<file path="config.mk">
export PLATFORM = sky130hd
export DESIGN_NAME = packet_rr_arbiter_flat
export DESIGN_NICKNAME = d
export VERILOG_FILES = /design/src/rtl/packet_rr_arbiter_if.sv /design/src/rtl/packet_rr_arbiter.sv /design/src/flat_wrapper.sv
export SDC_FILE = /design/constraint.sdc
export NUM_CORES = 1
export LEC_CHECK = 0
export ABC_AREA = 1
export CAP_MARGIN = 10
export CORE_MARGIN = 4
export CORE_UTILIZATION = 30
export DETAILED_ROUTE_END_ITERATION = 10
export HOLD_SLACK_MARGIN = 0.12
export PLACE_DENSITY = 0.84
export REMOVE_ABC_BUFFERS = 1
export SYNTH_ARGS = -nofsm -noshare
export SYNTH_HDL_FRONTEND = slang
export SYNTH_SLANG_ARGS = --single-unit
</file>
<file path="constraint.sdc">
create_clock -name clk -period 2.1 [get_ports clk]
set_input_delay 0.315 -clock clk [delete_from_list [all_inputs] [get_ports clk]]
set_output_delay 0.315 -clock clk [all_outputs]
set_load 0.02 [all_outputs]
</file>
<file path="src/rtl/packet_rr_arbiter_if.sv">
// Flit-link bundle between the packet buffers, the arbiter and downstream.
// The master side is the arbiter; the slave side is buffers plus sink.
interface packet_rr_arbiter_if #(
  parameter int N_PORTS = 4,
  parameter int FLIT_W  = 32
);
  logic [N_PORTS-1:0]        req_ready;
  logic [N_PORTS*FLIT_W-1:0] req_flit;
  logic [N_PORTS-1:0]        req_next;
  logic [FLIT_W-1:0]         out_flit;
  logic                      out_valid;
  logic                      out_ready;
  logic                      out_last;

  modport master (
    input  req_ready,
    input  req_flit,
    input  out_ready,
    output req_next,
    output out_flit,
    output out_valid,
    output out_last
  );

  modport slave (
    output req_ready,
    output req_flit,
    output out_ready,
    input  req_next,
    input  out_flit,
    input  out_valid,
    input  out_last
  );
endinterface

</file>
<file path="src/rtl/packet_rr_arbiter.sv">
// Packet-atomic round-robin arbiter: one owner per 1- or 2-flit packet,
// with a watchdog that abandons an owner stalling mid-packet.
module packet_rr_arbiter #(
  parameter int N_PORTS = 4,
  parameter int FLIT_W  = 32,
  parameter int TIMEOUT = 15,
  parameter int PTR_W   = 3
) (
  input  logic                 clk,
  input  logic                 rst,
  packet_rr_arbiter_if.master  bus,
  output logic [PTR_W-1:0]     grant_id,
  output logic                 busy,
  output logic                 abort
);

  localparam int CNT_W = $clog2(TIMEOUT + 1);

  typedef enum logic {
    IDLE,
    SEND
  } state_t;

  state_t             state;
  logic [PTR_W-1:0]   rr_ptr;
  logic               flit_idx;
  logic               pkt_two;
  logic [CNT_W-1:0]   stall_cnt;

  logic [N_PORTS-1:0] rot;
  logic               found;
  logic [PTR_W-1:0]   off;
  logic [PTR_W:0]     sum;
  logic [PTR_W-1:0]   pick;
  logic [PTR_W-1:0]   nxt_ptr;
  logic [FLIT_W-1:0]  cur_flit;
  logic               cur_rdy;
  logic               send;
  logic               is_last;
  logic               xfer;

  // Rotate requests so bit 0 is rr_ptr; lowest set bit wins.
  always_comb begin
    rot   = N_PORTS'({bus.req_ready, bus.req_ready} >> rr_ptr);
    found = |rot;
    off   = '0;
    for (int i = N_PORTS - 1; i >= 0; i--) begin
      if (rot[i]) off = PTR_W'(i);
    end
    sum  = {1'b0, rr_ptr} + {1'b0, off};
    pick = sum[PTR_W-1:0];
    if (sum >= (PTR_W+1)'(N_PORTS)) begin
      pick = PTR_W'(sum - (PTR_W+1)'(N_PORTS));
    end
  end

  always_comb begin
    cur_flit = '0;
    cur_rdy  = 1'b0;
    for (int i = 0; i < N_PORTS; i++) begin
      if (grant_id == PTR_W'(i)) begin
        cur_flit = bus.req_flit[i*FLIT_W +: FLIT_W];
        cur_rdy  = bus.req_ready[i];
      end
    end
  end

  assign nxt_ptr = (grant_id == PTR_W'(N_PORTS - 1)) ?
                   '0 : grant_id + 1'b1;

  assign send          = (state == SEND);
  assign busy          = send;
  assign is_last       = flit_idx ? pkt_two : ~cur_flit[0];
  assign bus.out_valid = send & cur_rdy;
  assign bus.out_flit  = send ? cur_flit : '0;
  assign bus.out_last  = bus.out_valid & is_last;
  assign xfer          = bus.out_valid & bus.out_ready;

  always_comb begin
    bus.req_next = '0;
    for (int i = 0; i < N_PORTS; i++) begin
      bus.req_next[i] = xfer && (grant_id == PTR_W'(i));
    end
  end

  always_ff @(posedge clk) begin
    if (rst) begin
      state     <= IDLE;
      rr_ptr    <= '0;
      grant_id  <= '0;
      flit_idx  <= 1'b0;
      pkt_two   <= 1'b0;
      stall_cnt <= '0;
      abort     <= 1'b0;
    end else begin
      abort <= 1'b0;
      unique case (state)
        IDLE: begin
          if (found) begin
            grant_id  <= pick;
            flit_idx  <= 1'b0;
            stall_cnt <= '0;
            state     <= SEND;
          end
        end
        SEND: begin
          if (xfer) begin
            stall_cnt <= '0;
            if (is_last) begin
              state  <= IDLE;
              rr_ptr <= nxt_ptr;
            end else begin
              flit_idx <= 1'b1;
              pkt_two  <= cur_flit[0];
            end
          end else if (!cur_rdy) begin
            // A header withdrawn before sending is not a stall.
            if (!flit_idx) begin
              state <= IDLE;
            end else if (stall_cnt == CNT_W'(TIMEOUT - 1)) begin
              abort     <= 1'b1;
              state     <= IDLE;
              rr_ptr    <= nxt_ptr;
              stall_cnt <= '0;
            end else begin
              stall_cnt <= stall_cnt + 1'b1;
            end
          end else begin
            stall_cnt <= '0;
          end
        end
        default: state <= IDLE;
      endcase
    end
  end

endmodule

</file>
<file path="src/flat_wrapper.sv">
// flat-port wrapper written by rule: the top's interface ports become plain ports
module packet_rr_arbiter_flat 
#(
  parameter int N_PORTS = 4,
  parameter int FLIT_W  = 32,
  parameter int TIMEOUT = 15,
  parameter int PTR_W   = 3
)
  (clk, rst, grant_id, busy, abort, bus_req_ready, bus_req_flit, bus_out_ready, bus_req_next, bus_out_flit, bus_out_valid, bus_out_last);
  packet_rr_arbiter_if #(.N_PORTS(N_PORTS), .FLIT_W(FLIT_W)) bus_i ();
  input  logic clk;
  input  logic rst;
  output logic [PTR_W-1:0] grant_id;
  output logic busy;
  output logic abort;
  input wire logic [$bits(bus_i.req_ready)-1:0] bus_req_ready;
  input wire logic [$bits(bus_i.req_flit)-1:0] bus_req_flit;
  input wire logic [$bits(bus_i.out_ready)-1:0] bus_out_ready;
  output wire logic [$bits(bus_i.req_next)-1:0] bus_req_next;
  output wire logic [$bits(bus_i.out_flit)-1:0] bus_out_flit;
  output wire logic [$bits(bus_i.out_valid)-1:0] bus_out_valid;
  output wire logic [$bits(bus_i.out_last)-1:0] bus_out_last;
  assign bus_i.req_ready = bus_req_ready;
  assign bus_i.req_flit = bus_req_flit;
  assign bus_i.out_ready = bus_out_ready;
  assign bus_req_next = bus_i.req_next;
  assign bus_out_flit = bus_i.out_flit;
  assign bus_out_valid = bus_i.out_valid;
  assign bus_out_last = bus_i.out_last;
  packet_rr_arbiter #(.N_PORTS(N_PORTS), .FLIT_W(FLIT_W), .TIMEOUT(TIMEOUT), .PTR_W(PTR_W)) u_core (.clk(clk), .rst(rst), .bus(bus_i), .grant_id(grant_id), .busy(busy), .abort(abort));
endmodule
</file>
# ---- Yosys cells after proc, flatten, opt, wreduce, memory -nomap -nowiden
# Cells that the tools add are included.
# W data, S select, Z words.
dict set report totals {
  rom_bits 0
  ff_bits 14
  mem_count 0
  latch_bits 0
  output_inout_bits 43
  mem_bits_rw 0
  input_bits 135
  wordCells 83
}
dict set report op_classes {
  magnitude_cmp 1
  muxes 39
  n_div 0
  multipliers 0
  eq_ne 10
  n_bitwise 7
  n_reduce_logical 14
  shift 1
  addsub 4
}
# cell n
set op_table {}
lappend op_table {{$mux W32} 5}
lappend op_table {{$mux W3} 10}
lappend op_table {{$mux W4} 5}
lappend op_table {{$mux W1} 15}
lappend op_table {{$pmux W4 S2} 1}
lappend op_table {{$shr A8 B3 Y4} 1}
lappend op_table {{$eq A3 B2 Y1 const B} 2}
lappend op_table {{$ne A2 B2 Y1 const B} 3}
lappend op_table {{$reduce_and A3 Y1} 2}
lappend op_table {{$reduce_and A5 Y1} 1}
lappend op_table {{$reduce_or A5 Y1} 1}
lappend op_table {{$add A3 B3 Y4} 1}
lappend op_table {{$add A4 B1 Y4 const B} 1}
lappend op_table {{$eq A4 B4 Y1 const B} 1}
lappend op_table {{$ge A4 B3 Y1 const B} 1}
lappend op_table {{$logic_and A1 B1 Y1} 4}
lappend op_table {{$ne A2 B1 Y1 const B} 2}
lappend op_table {{$ne A4 B4 Y1 const B} 1}
lappend op_table {{$not A1 Y1} 4}
lappend op_table {{$pmux W1 S2} 2}
lappend op_table {{$reduce_and A2 Y1} 2}
lappend op_table {{$reduce_bool A2 Y1} 2}
lappend op_table {{$reduce_or A4 Y1} 1}
lappend op_table {{$add A3 B1 Y3 const B} 1}
lappend op_table {{other kinds (5)} 7}

# ---- Longest topological paths before layout
dict set report depth {
  ltp_word 10
  depth_mapped 15
  mapped_depth_nobuf 15
}

# ---- Worst setup path after synthesis
# OpenSTA, ideal clock, no wires.
dict set report synth_timing {
  path_type {register -> output}
  from {reg u_core.grant_id[1]}
  to {out bus_req_next[0]}
  slack_ps -6
  t_arrival_ps 1791
  stages_incl_launch_ff 10
  n_path_buf 0
  required_time_ps 1785
  path_cell_list {dfxtp_1 inv_1 ha_1 inv_2 nor2_2 nand2_1 nand3_1 nand2_2 nand4_2 nor3_1}
}
dict set report synth_between {
  elab_chain_len 8
  word_cells_on_any_way 11
  classes_between {eq/ne (3); mux (4); bitwise (2); reduce/logical (2)}
}
# item line_no
set synth_rtl {}
lappend synth_rtl {{start: declaration} packet_rr_arbiter.sv:12} ;# output logic [PTR_W-1:0] grant_id,
lappend synth_rtl {{start signal: assignment} packet_rr_arbiter.sv:100} ;# grant_id <= pick;
lappend synth_rtl {{$logic_not A3 Y1} {packet_rr_arbiter.sv:61, packet_rr_arbiter.sv:82}}
lappend synth_rtl {{$mux W1 (4 in a row)} packet_rr_arbiter.sv:61} ;# if (grant_id == PTR_W'(i)) begin
lappend synth_rtl {{$and A1 B1 Y1} packet_rr_arbiter.sv:74} ;# assign bus.out_valid = send & cur_rdy;
lappend synth_rtl {{$and A1 B1 Y1} packet_rr_arbiter.sv:77} ;# assign xfer = bus.out_valid & bus.out_ready;
lappend synth_rtl {{$logic_and A1 B1 Y1 (*)} packet_rr_arbiter.sv:82} ;# bus.req_next[i] = xfer && (grant_id == PTR_W'(i));
lappend synth_rtl {{end: declaration} flat_wrapper.sv:19} ;# output wire logic [$bits(bus_i.req_next)-1:0] bus_req_next;
# Mark *: on every way between the ends. The rest lies on a longest branch, timed or not.

# ---- Final worst setup path
dict set report layout_timing {
  from {reg u_core.grant_id[1]}
  to {out bus_out_flit[28]}
}
dict set report layout_between {
  elab_chain_len 6
  word_cells_on_any_way 9
  classes_between {eq/ne (3); mux (5); reduce/logical (1)}
}
# item line_no
set layout_rtl {}
lappend layout_rtl {{$logic_not A3 Y1} packet_rr_arbiter.sv:61}
lappend layout_rtl {{$mux W32 (3 in a row)} packet_rr_arbiter.sv:61}
lappend layout_rtl {{$mux W32 (*)} packet_rr_arbiter.sv:61}
lappend layout_rtl {{$mux W32 (*)} packet_rr_arbiter.sv:75} ;# assign bus.out_flit = send ? cur_flit : '0;
lappend layout_rtl {{end: declaration} flat_wrapper.sv:20} ;# output wire logic [$bits(bus_i.out_flit)-1:0] bus_out_flit;
# Marks and branches as above.

==> metrics.cfg <==
[drt]
wl_um=12300
drt-initial-drc-count=171
wl_per_cell_um=17.5
first_pass_iters=4
antenna_left=0
vias=3745
vias_per_cell=5.32
drc=0

[clocking]
cts.sinks=14
cts_tree=done
cts-root-buf=clkbuf_8
clockBufferDepth=2
cts.clk_slew.worst_paths_ns=0.06
cts_max_level=1
clock_latency_ns=0.25
cts_hold_buffers=0
cts_made_buffers=3

[synthesis]
synth_cells=397
synth_cell_types=28
netlist_area_sq_mm=0.00214
yosys_warnings=0
synthTopCellsByArea=nand3_1 (19%), o21ai_0 (15%), nand2_1 (14%)
syn_area_per_cell_sq_um=5.38
synth_top_area_cell=nand3_1
ys_ff_latch=14
ys_seq_area_share_pct=13.1
synth_top_area_share_pct=18.7

[cells_and_area]
nNetsFinal=751
fillers=528
stdcell_area_sq_mm=0.00502
syn2layout_area_growth_pct=135
drive_gt1_share_pct=36.8
fin_util_pct=73.0
register_area_sq_um=292
fin_cells=704
diodes=0
multi_input_area_sq_mm=0.00210

[pwr]
peakVddDrop_mv=0.659
pwr-share-seq_pct=8.4
p_sw_mw=2.05
p_per_area_mw_per_mm2=837
p_leak_nw=2.25
intPower_mw=2.15
pwr-share-comb_pct=85.2
switching_share_pct=48.8
clkPwrFrac_pct=6.4

[outcome]
violations=negative setup slack
status=finished with violations

[timing]
clock_skew_ns=0.00290
max_freq_mhz=454
period_minus_slack_ns=2.20
slew_viol_final=0
setup_viol=14
finalCritPeriodShare_pct=105
hold_viol=0
worst_slack_ns=-0.103
slew_headroom_pct=74.3
worst_pin_slew_ns=0.385
rsz0062_at_grt=true

[worst_setup_path]
end_kind=output pin
worstPathRequired_ns=1.78
startpoint_type=flop
path_max_fanout=8
crit_arrival_ns=1.89
critPathKind=flop to output pin

[grt]
grt_start_max_net_pins=32
grtUsageTotal_pct=24.8
grt_pass1_wl_um=17300
antenna_found_initial=0
grt_pass1_vias=3406
grt.overflow.total=0

[die]
row_count=30
ios=178
start_util_pct=31.1
die_area_sq_mm=0.00853
die_h_um=92.4
core_area_sq_mm=0.00687
die_w_um=92.4

[placement]
placedCellCount=675
dpl.hpwl_um=8380
port_buffers=177
place_area_sq_mm=0.00424
place_congestion=0.854

[min_path]
min_path_type=flop to flop

[job]
cap_violations=0

[through the flow]
step / setup WS (ns) / setup TNS, ns / total power, mW / hold slack [ns]
2_1_floorplan: -0.621 / -26.39 / 1.72 / 0.384
3_3_place_gp: -0.460 / -10.13 / 2.98 / 0.445
3_5_place_dp: -0.570 / -11.68 / 3.02 / 0.466
4_1_cts: -0.0276 / -0.108 / 3.56 / 0.487
5_1_grt: -0.149 / -2.91 / 4.46 / 0.510
6_report: -0.103 / -0.277 / 4.20 / 0.496
[power by group through the flow]
stage               clock [mW]  combinational (mW)  sequential [mW]
floorplan                    0                1.35            0.372
global placement             0                2.64            0.335
detailed placement           0                2.68            0.338
CTS                      0.269                2.95            0.343
global route             0.281                3.82            0.357
finish                   0.269                3.58            0.352
[layer usage]
metal | track usage (%) | up-vias | routed length [um]
li1 | - | 1790 | -
met1 | 29.2 | 1727 | 4490
met2 | 45.6 | 191 | 6430
met3 | 3.74 | 37 | 994
met4 | 8.29 | 0 | 429
met5 | 0 | - | 0
[critical path, cell delays in order (launching register included)]
cell,delay (ns)
dfxtp_2,0.33
inv_4,0.08
ha_4,0.16
inv_4,0.04
nor2_4,0.15
buf_12,0.15
buf_12,0.16
nand2_4,0.05
nand3_2,0.05
o21ai_1,0.07
a21oi_1,0.21
buf_4,0.18
[flip-flops by register name, indices dropped and copies added, names as in the netlist]
name and flops:
u_core.abort 1, u_core.busy 1, u_core.flit_idx 1, u_core.pkt_two 1, u_core.rr_ptr 3, u_core.grant_id 3, u_core.stall_cnt 4
[cells in the final DEF, fill, tap and decap left out, drive strengths merged, types with 3 or more instances in the layout]
cell           count
dlygate4sd2        4
nand3             83
nand2             85
ha                 6
or2                3
a21oi             44
inv               32
nor3               5
o21ai             72
dfxtp             14
clkbuf             6
buf               95
clkdlybuf4s50    135
nand4              5
nor2              15
[logic make-up (layout without fill, tap and decap cells)]
logic type / Yosys count / after routing / synth area share (%)
simple gates: 197 / 197 / 43.2
compound gates: 118 / 118 / 28.1
buf+inv: 61 / 272 / 11.1
flops: 14 / 14 / 13.1
fa+ha+maj: 7 / 7 / 4.45
[cell usage after synthesis]
| master | instances |
|---|---|
| o21ai_2 | 1 |
| nand4_1 | 4 |
| buf_1 | 3 |
| ha_1 | 6 |
| clkbuf_1 | 24 |
| or2_1 | 1 |
| o21ai_1 | 7 |
| nor2_1 | 13 |
| nor3_1 | 5 |
| nand3_2 | 3 |
| nand3b_1 | 1 |
| o21ai_0 | 64 |
| inv_2 | 6 |
| nand2_1 | 78 |
| dfxtp_1 | 14 |
| buf_2 | 1 |
| buf_6 | 1 |
| nand3_1 | 80 |
| or2_2 | 2 |
| a21boi_0 | 1 |
| fa_1 | 1 |
| nor2_2 | 2 |
| inv_1 | 26 |
| o2111ai_1 | 1 |
| nand2_4 | 1 |
| nand2_2 | 6 |
| nand4_2 | 1 |
| a21oi_1 | 44 |
[worst paths after layout]
check	start	end	slack, ns	cells after the start
max	u_core.grant_id[1]$_SDFFE_PP0P_	bus_out_flit[28]	-0.10	11
min reg2reg	u_core.pkt_two$_SDFFE_PP0P_	u_core.pkt_two$_SDFFE_PP0P_	0.50	2
min	u_core.pkt_two$_SDFFE_PP0P_	u_core.pkt_two$_SDFFE_PP0P_	0.50	2
max reg2reg	u_core.rr_ptr[0]$_SDFFE_PP0P_	u_core.grant_id[2]$_SDFFE_PP0P_	0.04	12
[cell type report]
type	instances	area share, %
Tap cell	96	2.39
Timing Repair Buffer	236	46.1
Clock buffer	4	1.10
Multi-Input combinational cell	322	41.9
Inverter	32	2.69
Sequential cell	14	5.81
[repair_timing]
item | CTS | global route
endpoints found under the setup margin | 40 | 44
gates cloned | 3 | 1
pin swaps | 15 | 44
resized for setup | 225 | 147
buffers inserted | 11 | 12
(Power assumes the default switching activity.)
